File: src/rtl/jtopl_csr_q_if.sv
// jtopl_csr_q_if: register-side bus of jtopl_csr_q (queued writes, ring view, readback).
// master = register interface / CPU side, slave = the CSR ring.
interface jtopl_csr_q_if #(
   parameter int unsigned LEN  = 18,
   parameter int unsigned NREG = 5
);
   localparam int unsigned W  = 8 * NREG;
   localparam int unsigned SW = $clog2(LEN);
   localparam int unsigned RW = (NREG > 1) ? $clog2(NREG) : 1;

   logic          cen;
   logic          wr;
   logic [SW-1:0] wr_slot;
   logic [RW-1:0] wr_reg;
   logic [7:0]    wr_din;
   logic [7:0]    wr_mask;
   logic          wr_rdy;
   logic          wr_err;
   logic [SW-1:0] cur_slot;
   logic [W-1:0]  shift_out;
   logic          rd;
   logic [SW-1:0] rd_slot;
   logic [RW-1:0] rd_reg;
   logic          rd_busy;
   logic          rd_valid;
   logic [7:0]    rd_dout;

   modport master (
      output cen, wr, wr_slot, wr_reg, wr_din, wr_mask, rd, rd_slot, rd_reg,
      input  wr_rdy, wr_err, cur_slot, shift_out, rd_busy, rd_valid, rd_dout
   );

   modport slave (
      input  cen, wr, wr_slot, wr_reg, wr_din, wr_mask, rd, rd_slot, rd_reg,
      output wr_rdy, wr_err, cur_slot, shift_out, rd_busy, rd_valid, rd_dout
   );
endinterface

File: src/rtl/jtopl_csr_q.sv
// jtopl_csr_q: circular shift register of per-slot register bytes with a queued masked-write
// merge at the ring input. Readback FSM enabled by defining JTOPL_CSR_READBACK_EN.
module jtopl_csr_q #(
   parameter int unsigned LEN    = 18,
   parameter int unsigned NREG   = 5,
   parameter int unsigned QDEPTH = 4
) (
   input logic          clk,
   input logic          rst,
   jtopl_csr_q_if.slave bus
);
   localparam int unsigned W  = 8 * NREG;
   localparam int unsigned SW = $clog2(LEN);
   localparam int unsigned RW = (NREG > 1) ? $clog2(NREG) : 1;
   localparam int unsigned AW = $clog2(QDEPTH);

   typedef struct packed {
      logic [SW-1:0] slot;
      logic [RW-1:0] breg;
      logic [7:0]    din;
      logic [7:0]    mask;
   } wr_entry_t;

   logic [W-1:0]  ring_q [LEN];
   logic [SW-1:0] cur_slot_q, cur_slot_d;
   wr_entry_t     fifo_q [QDEPTH];
   logic [AW-1:0] wptr_q, rptr_q;
   logic [AW:0]   count_q, count_d;
   logic          wr_rdy_q, wr_err_q;
   wr_entry_t     head;
   logic          wr_ok, push, pop;
   logic [W-1:0]  merged;

   assign head  = fifo_q[rptr_q];
   assign wr_ok = (32'(bus.wr_slot) < LEN) && (32'(bus.wr_reg) < NREG);

   // Only the FIFO head is examined, so writes land strictly in acceptance order.
   always_comb begin
      push       = bus.wr && wr_rdy_q && wr_ok;
      pop        = bus.cen && (count_q != '0) && (head.slot == cur_slot_q);
      count_d    = count_q + (AW+1)'(push) - (AW+1)'(pop);
      cur_slot_d = (32'(cur_slot_q) == LEN - 1) ? '0 : cur_slot_q + 1'b1;
      merged     = ring_q[LEN-1];
      if (pop) begin
         for (int unsigned k = 0; k < NREG; k++) begin
            if (32'(head.breg) == k)
               merged[8*k +: 8] = (head.din & head.mask) | (ring_q[LEN-1][8*k +: 8] & ~head.mask);
         end
      end
   end

   always_ff @(posedge clk) begin
      if (rst) begin
         for (int unsigned i = 0; i < LEN; i++) ring_q[i] <= '0;
         cur_slot_q <= '0;
         wptr_q     <= '0;
         rptr_q     <= '0;
         count_q    <= '0;
         wr_rdy_q   <= 1'b1;
         wr_err_q   <= 1'b0;
      end else begin
         if (bus.cen) begin
            ring_q[0] <= merged;
            for (int unsigned i = 1; i < LEN; i++) ring_q[i] <= ring_q[i-1];
            cur_slot_q <= cur_slot_d;
         end
         if (push) begin
            fifo_q[wptr_q] <= '{bus.wr_slot, bus.wr_reg, bus.wr_din, bus.wr_mask};
            wptr_q         <= wptr_q + 1'b1;
         end
         if (pop) rptr_q <= rptr_q + 1'b1;
         count_q  <= count_d;
         // Readiness follows the post-update count; acceptance always uses the registered value.
         wr_rdy_q <= (count_d != (AW+1)'(QDEPTH));
         wr_err_q <= bus.wr && wr_rdy_q && !wr_ok;
      end
   end

   assign bus.wr_rdy    = wr_rdy_q;
   assign bus.wr_err    = wr_err_q;
   assign bus.cur_slot  = cur_slot_q;
   assign bus.shift_out = ring_q[LEN-1];

`ifdef JTOPL_CSR_READBACK_EN
   typedef enum logic {RD_IDLE, RD_WAIT} rd_state_t;

   rd_state_t     rd_state_q, rd_state_d;
   logic [SW-1:0] rd_slot_q, rd_slot_d;
   logic [RW-1:0] rd_reg_q, rd_reg_d;
   logic          rd_valid_q, rd_valid_d;
   logic [7:0]    rd_dout_q, rd_dout_d;

   always_ff @(posedge clk) begin
      if (rst) begin
         rd_state_q <= RD_IDLE;
         rd_slot_q  <= '0;
         rd_reg_q   <= '0;
         rd_valid_q <= 1'b0;
         rd_dout_q  <= '0;
      end else begin
         rd_state_q <= rd_state_d;
         rd_slot_q  <= rd_slot_d;
         rd_reg_q   <= rd_reg_d;
         rd_valid_q <= rd_valid_d;
         rd_dout_q  <= rd_dout_d;
      end
   end

   // Sampling the pre-merge ring output makes a same-slot write in flight return the old byte.
   always_comb begin
      rd_state_d = rd_state_q;
      rd_slot_d  = rd_slot_q;
      rd_reg_d   = rd_reg_q;
      rd_valid_d = 1'b0;
      rd_dout_d  = rd_dout_q;
      case (rd_state_q)
         RD_IDLE: begin
            if (bus.rd) begin
               rd_slot_d  = bus.rd_slot;
               rd_reg_d   = bus.rd_reg;
               rd_state_d = RD_WAIT;
            end
         end
         RD_WAIT: begin
            if (bus.cen && (cur_slot_q == rd_slot_q)) begin
               rd_dout_d = '0;
               for (int unsigned k = 0; k < NREG; k++) begin
                  if (32'(rd_reg_q) == k) rd_dout_d = ring_q[LEN-1][8*k +: 8];
               end
               rd_valid_d = 1'b1;
               rd_state_d = RD_IDLE;
            end
         end
         default: rd_state_d = RD_IDLE;
      endcase
   end

   assign bus.rd_busy  = (rd_state_q == RD_WAIT);
   assign bus.rd_valid = rd_valid_q;
   assign bus.rd_dout  = rd_dout_q;
`else
   assign bus.rd_busy  = 1'b0;
   assign bus.rd_valid = 1'b0;
   assign bus.rd_dout  = '0;
`endif
endmodule

File: src/flat_wrapper.sv
// flat-port wrapper written by rule: the top's interface ports become plain ports
module jtopl_csr_q_flat 
#(
   parameter int unsigned LEN    = 18,
   parameter int unsigned NREG   = 5,
   parameter int unsigned QDEPTH = 4
)
  (clk, rst, bus_cen, bus_wr, bus_wr_slot, bus_wr_reg, bus_wr_din, bus_wr_mask, bus_rd, bus_rd_slot, bus_rd_reg, bus_wr_rdy, bus_wr_err, bus_cur_slot, bus_shift_out, bus_rd_busy, bus_rd_valid, bus_rd_dout);
  jtopl_csr_q_if #(.LEN(LEN), .NREG(NREG)) bus_i ();
  input logic clk;
  input logic rst;
  input wire logic [$bits(bus_i.cen)-1:0] bus_cen;
  input wire logic [$bits(bus_i.wr)-1:0] bus_wr;
  input wire logic [$bits(bus_i.wr_slot)-1:0] bus_wr_slot;
  input wire logic [$bits(bus_i.wr_reg)-1:0] bus_wr_reg;
  input wire logic [$bits(bus_i.wr_din)-1:0] bus_wr_din;
  input wire logic [$bits(bus_i.wr_mask)-1:0] bus_wr_mask;
  input wire logic [$bits(bus_i.rd)-1:0] bus_rd;
  input wire logic [$bits(bus_i.rd_slot)-1:0] bus_rd_slot;
  input wire logic [$bits(bus_i.rd_reg)-1:0] bus_rd_reg;
  output wire logic [$bits(bus_i.wr_rdy)-1:0] bus_wr_rdy;
  output wire logic [$bits(bus_i.wr_err)-1:0] bus_wr_err;
  output wire logic [$bits(bus_i.cur_slot)-1:0] bus_cur_slot;
  output wire logic [$bits(bus_i.shift_out)-1:0] bus_shift_out;
  output wire logic [$bits(bus_i.rd_busy)-1:0] bus_rd_busy;
  output wire logic [$bits(bus_i.rd_valid)-1:0] bus_rd_valid;
  output wire logic [$bits(bus_i.rd_dout)-1:0] bus_rd_dout;
  assign bus_i.cen = bus_cen;
  assign bus_i.wr = bus_wr;
  assign bus_i.wr_slot = bus_wr_slot;
  assign bus_i.wr_reg = bus_wr_reg;
  assign bus_i.wr_din = bus_wr_din;
  assign bus_i.wr_mask = bus_wr_mask;
  assign bus_i.rd = bus_rd;
  assign bus_i.rd_slot = bus_rd_slot;
  assign bus_i.rd_reg = bus_rd_reg;
  assign bus_wr_rdy = bus_i.wr_rdy;
  assign bus_wr_err = bus_i.wr_err;
  assign bus_cur_slot = bus_i.cur_slot;
  assign bus_shift_out = bus_i.shift_out;
  assign bus_rd_busy = bus_i.rd_busy;
  assign bus_rd_valid = bus_i.rd_valid;
  assign bus_rd_dout = bus_i.rd_dout;
  jtopl_csr_q #(.LEN(LEN), .NREG(NREG), .QDEPTH(QDEPTH)) u_core (.clk(clk), .rst(rst), .bus(bus_i));
endmodule
File: config.mk
export PLATFORM = sky130hd
export DESIGN_NAME = jtopl_csr_q_flat
export DESIGN_NICKNAME = d
export VERILOG_FILES = /design/src/rtl/jtopl_csr_q_if.sv /design/src/rtl/jtopl_csr_q.sv /design/src/flat_wrapper.sv
export SDC_FILE = /design/constraint.sdc
export NUM_CORES = 1
export LEC_CHECK = 0
export CELL_PAD_IN_SITES_DETAIL_PLACEMENT = 0
export CELL_PAD_IN_SITES_GLOBAL_PLACEMENT = 2
export CORE_UTILIZATION = 42
export CTS_BUF_LIST = sky130_fd_sc_hd__clkbuf_16
export CTS_CLUSTER_DIAMETER = 80
export DETAILED_ROUTE_END_ITERATION = 6
export GPL_ROUTABILITY_DRIVEN = 0
export GPL_TIMING_DRIVEN = 1
export PLACE_DENSITY_LB_ADDON = 0.1
export SLEW_MARGIN = 20
export SYNTH_ARGS = -nofsm -noshare
export SYNTH_HDL_FRONTEND = slang
export SYNTH_SLANG_ARGS = --single-unit
File: constraint.sdc
create_clock -name clk -period 17.14 [get_ports clk]
set_input_delay 2.571 -clock clk [delete_from_list [all_inputs] [get_ports clk]]
set_output_delay 2.571 -clock clk [all_outputs]
set_load 0.02 [all_outputs]
# Word level (Yosys, flattened, before mapping)

Memory sizes are Yosys's and may differ from the RTL's. A register that Yosys moved wholly into a read port is not among the register bits.
Cells that the tools add are included.

Memories: 2
Memory bits (writable): 816
Output and inout port bits: 57
Register bits: 14
Logic and storage cells: 96
Input port bits: 37

$lt $le $gt $ge: 2
Bitwise logic cells: 30
$add $sub $neg: 5
Reduce and logical (&&, ||, !) cells: 9
Mux-type cells: 35
Equal/unequal tests: 7

Memories:

| name          | words | bits a word | read ports | clocked after memory_dff | wr ports | RTL line          | text |
|---|---|---|---|---|---|---|---|
| u_core.ring_q | 18    | 40          | 18         | 0                        | 18       | jtopl_csr_q.sv:24 | `logic [W-1:0] ring_q [LEN];` |
| u_core.fifo_q | 4     | 24          | 1          | 1                        | 1        | jtopl_csr_q.sv:26 | `wr_entry_t fifo_q [QDEPTH];` |

Operators by type and width:

| operator                                                         | count |
|---|---|
| 40-bit 2-to-1 mux                                                | 19 |
| 8-bit bitwise AND                                                | 6 |
| 8-bit 2-to-1 mux                                                 | 5 |
| 8-bit OR                                                         | 5 |
| 1-bit OR                                                         | 18 |
| 1-bit 2-to-1 mux                                                 | 8 |
| 8-bit inverter                                                   | 1 |
| 3-bit by 2-bit == test with 1-bit output (second input constant) | 2 |
| 1-bit logical AND                                                | 6 |
| 5-bit by 1-bit adder with 5-bit output (second input constant)   | 1 |
| 5-bit == test                                                    | 1 |
| 5-bit == test (second input constant)                            | 1 |
| 5-bit < comparator (second input constant)                       | 1 |
| 5-bit 2-to-1 mux                                                 | 1 |
| 2-bit by 1-bit adder with 2-bit output (second input constant)   | 2 |
| 2-bit 2-to-1 mux                                                 | 2 |
| 3-bit by 1-bit adder with 3-bit output                           | 1 |
| 3-bit by 1-bit == test with 1-bit output (second input constant) | 1 |
| 3-bit == test (second input constant)                            | 1 |
| 3-bit logical NOT                                                | 1 |
| 3-bit < comparator (second input constant)                       | 1 |
| 3-bit inequality test (second input constant)                    | 1 |
| 3-bit nonzero test                                               | 1 |
| 3-bit by 1-bit subtractor with 3-bit output                      | 1 |
| 1-bit logical NOT                                                | 1 |

# Depth between registers and ports, before layout

Word-level depth: 6
Depth in mapped cells: 15
Gate-level depth less buffers: 12

# Least setup slack after synthesis

No wires, ideal clock.

Path kind: input to register
Start point: input bus_cen
End point: memory u_core.ring_q[0][0] in the netlist's numbering, enable pin
Library setup time: 1.064 ns
Path slack: -0.720 ns
Stages: 3
Buffers on the path: 1
Arrival time: 16.796 ns
Data required time: 16.076 ns
Cell sequence: clkbuf_1 > nor2_1 > inv_1

RTL lines:

| item            | RTL line           | text |
|---|---|---|
| start, declared | flat_wrapper.sv:12 | `input wire logic [$bits(bus_i.cen)-1:0] bus_cen;` |
| end, declared   | jtopl_csr_q.sv:24  |  |

==> flow_summary_export.csv <==
group,metric,value,unit
power_and_ir_drop,ir_drop,0.0795,mV
final_layout,final_common_cell,"edfxtp_1",
synthesis,synth.avg_cell_area,16.6,um2
place,place_ws,9180,ps
critical_path,rr_worst_depth,14,
routing,drt_pass1_iterations,4,
die,die_y,278,um
clocking,cts_sinks,832,
critical_path,r2r_slack,13640,ps
synthesis,synth_cells,1926,
global_routing,grt-ovfl-total,0,
power_and_ir_drop,powerDensity,122,nW/um2
place,io_buffers,74,
synthesis,synthFlopType,"edfxtp_1",
global_routing,grt_pass1_vias,14300,
outcome,status,"complete, no violations",
sta,relSlewSlack,21.9,%
place,dp.cells,2843,
global_routing,antenna_found_initial,3,
sta,period_minus_slack,7120,ps
global_routing,grt_max_degree,327,
final_layout,nets,2014,
final_layout,finalNonFillerCells,3007,
critical_path,crit_path_start_kind,"input port",
synthesis,synth_edf_count,816,
power_and_ir_drop,p_leak,13.5,nW
sta,fin_setup_tns,0,ps
synthesis,syn_area,32000,um2
global_routing,grt_pass1_wl,83.2,mm
routing,wl_per_cell,17.4,um
die,core_area,74800,um2
synthesis,ys_seq_elements,832,
routing,via_per_inst,4.79,
clocking,cts_tree,"built",
die,initial_core_util,42.7,%
routing,vias,14400,
sta,final-max-slew-violation-count,0,
synthesis,ys_warn_count,0,
routing,ant_nets,0,
min_path,whs_path_depth,2,
clocking,cts_resized,0,
clocking,htreeDepth,3,
clocking,cts_setup_buffers,0,
run,drv_cap,0,
sta,fmaxAchievable,140,MHz
critical_path,timing.rr.end,"u_core.bus.wr_rdy",
final_layout,drive_above_1_share,8.44,%
critical_path,worstPathRequired,17370,ps
die,die_x,278,um
place,hpwl,26.8,mm
synthesis,ys_types,34,
final_layout,layout_common_cells,"816 x edfxtp_1, 687 x and2_1, 92 x clkbuf_16, 74 x clkdlybuf4s50_1, 52 x nand2_1",
critical_path,arrival,7360,ps
clocking,cts_hold_buf,0,
clocking,cts-root-buf,"clkbuf_16",
final_layout,area_growth,13.5,%
die,dieArea,77200,um2
routing,wl,52.3,mm
sta,fin_crit_sh,41.6,%
critical_path,cp-end-kind,"register",
sta,layout_setup_ws,10020,ps
min_path,hold_path_class,"register to register",
sta,hold_viol,0,
clocking,clock_latency,620,ps
sta,skew,21.2,ps
die,num_rows,100,
critical_path,crit_type,"input port to register",
synthesis,synth-seq-area-share,77.6,%
routing,route.detailed.drc,0,
critical_path,cp_max_fo,191,
clocking,clock_path_buffers,3,
global_routing,grt_usage,13.8,%
clocking,cts_buffers,90,
sta,rsz0062_at_grt,"no",
clocking,clk_pin_slew_worst_paths,60,ps
die,io_pins,94,
routing,drt_iter0_drc,1070,
synthesis,async_reset_ff_share,0,%
min_path,hold_path_end,"u_core.bus.wr_err",
sta,worst-slew-pin-transition,1170,ps
min_path,hp-start,"u_core.bus.wr_rdy",
sta,finalSetupViolCount,0,
==> cell families (layout without fill, tap and decap cells) <==
family                     after synthesis  in the layout  synth area share, %
and+or+nand+nor                        833            833                 15.9
DFF                                    832            832                 77.6
buffers and inverters                  165            267                 2.62
muxes                                   65             65                 2.97
xor gates and xnor gates                11             11                0.301
AOI/OAI and AO/OA                       10             10                0.192
adders and majority gates                9              9                0.376
other                                    1             11               0.0117
==> worst max-delay path: stages <==
cell,delay [ps]
clkdlybuf4s50_1,920
nor2_1,170
clkinvlp_4,150
buf_12,590
buf_4,870
buf_4,940
buf_4,880
==> layer usage <==
| layer | up-vias | share of wire (%) | track usage (%) |
|---|---|---|---|
| li1 | 6843 | - | - |
| met1 | 7251 | 49 | 20.7 |
| met2 | 208 | 44 | 19.8 |
| met3 | 110 | 4.0 | 3.18 |
| met4 | 0 | 3.0 | 4.67 |
| met5 | - | 0 | 0 |
==> how the worst max path moves through the flow <==
stage | start | to
floorplan | bus_cen | u_core.ring_q[0][0]
global placement | rst | u_core.ring_q[0][330]
detailed placement | rst | u_core.ring_q[0][290]
CTS | rst | u_core.ring_q[0][290]
global route | rst | u_core.ring_q[0][611]
finish | rst | u_core.ring_q[0][290]
==> through the flow <==
step           hold WS, ps  util (%)  power [mW]  area (um2)
5_1_grt                509      48.5        4.57       36300
4_1_cts                477      48.4        4.48       36200
2_1_floorplan          453         -        2.55       32000
3_3_place_gp           453      44.6        2.57       33400
3_5_place_dp           463      44.6        2.57       33400
6_report               471      48.5        4.41       36300
==> sequential cells by signal, summed over array words and instances (netlist names), named ones only <==
signal and flops:
u_core.bus.wr_err 1, u_core.bus.wr_rdy 1, u_core.wptr_q 2, u_core.rptr_q 2, u_core.fifo_q 96, u_core.bus.cur_slot 5
u_core.count_q 3, u_core.ring_q 720
==> cell type report <==
| cell class | count | area (um2) |
|---|---|---|
| Tap cell | 969 | 1210 |
| Sequential cell | 832 | 24800 |
| Antenna cell | 1 | 2.50 |
| Timing Repair Buffer | 95 | 980 |
| Clock inverter | 69 | 576 |
| Fill cell | 6349 | 38500 |
| Inverter | 11 | 45.0 |
| Multi-Input combinational cell | 938 | 6350 |
| Clock buffer | 92 | 2300 |
==> report_power, final <==
group          switching (mW)  leakage, nW  internal [mW]
sequential             0.0327         8.98           2.35
clock                   0.766         1.49           1.12
combinational          0.0952         3.04         0.0500
==> synthesized netlist by cell type, types with 3 or more instances <==
| cell type | number | share of area [%] |
|---|---|---|
| buf_2 | 7 | 0.11 |
| xor2_1 | 3 | 0.082 |
| a21oi_1 | 3 | 0.047 |
| nor2_1 | 13 | 0.15 |
| dfxtp_1 | 16 | 1.0 |
| nor4b_1 | 8 | 0.22 |
| nor3b_1 | 7 | 0.16 |
| inv_1 | 11 | 0.13 |
| xnor2_1 | 8 | 0.22 |
| clkbuf_1 | 93 | 1.1 |
| nor2b_1 | 10 | 0.20 |
| buf_4 | 50 | 1.2 |
| mux2i_1 | 41 | 1.3 |
| ha_1 | 8 | 0.31 |
| buf_6 | 3 | 0.11 |
| nand2b_1 | 13 | 0.25 |
| edfxtp_1 | 816 | 77 |
| nand2_1 | 52 | 0.61 |
| nor4_1 | 18 | 0.35 |
| o21ai_0 | 3 | 0.047 |
| mux4_2 | 24 | 1.7 |
| nand4_1 | 10 | 0.20 |
| nand3_1 | 9 | 0.14 |
| and2_1 | 687 | 13 |
| o31ai_1 | 3 | 0.070 |
No activity file was read; power rests on OpenSTA's default activity.
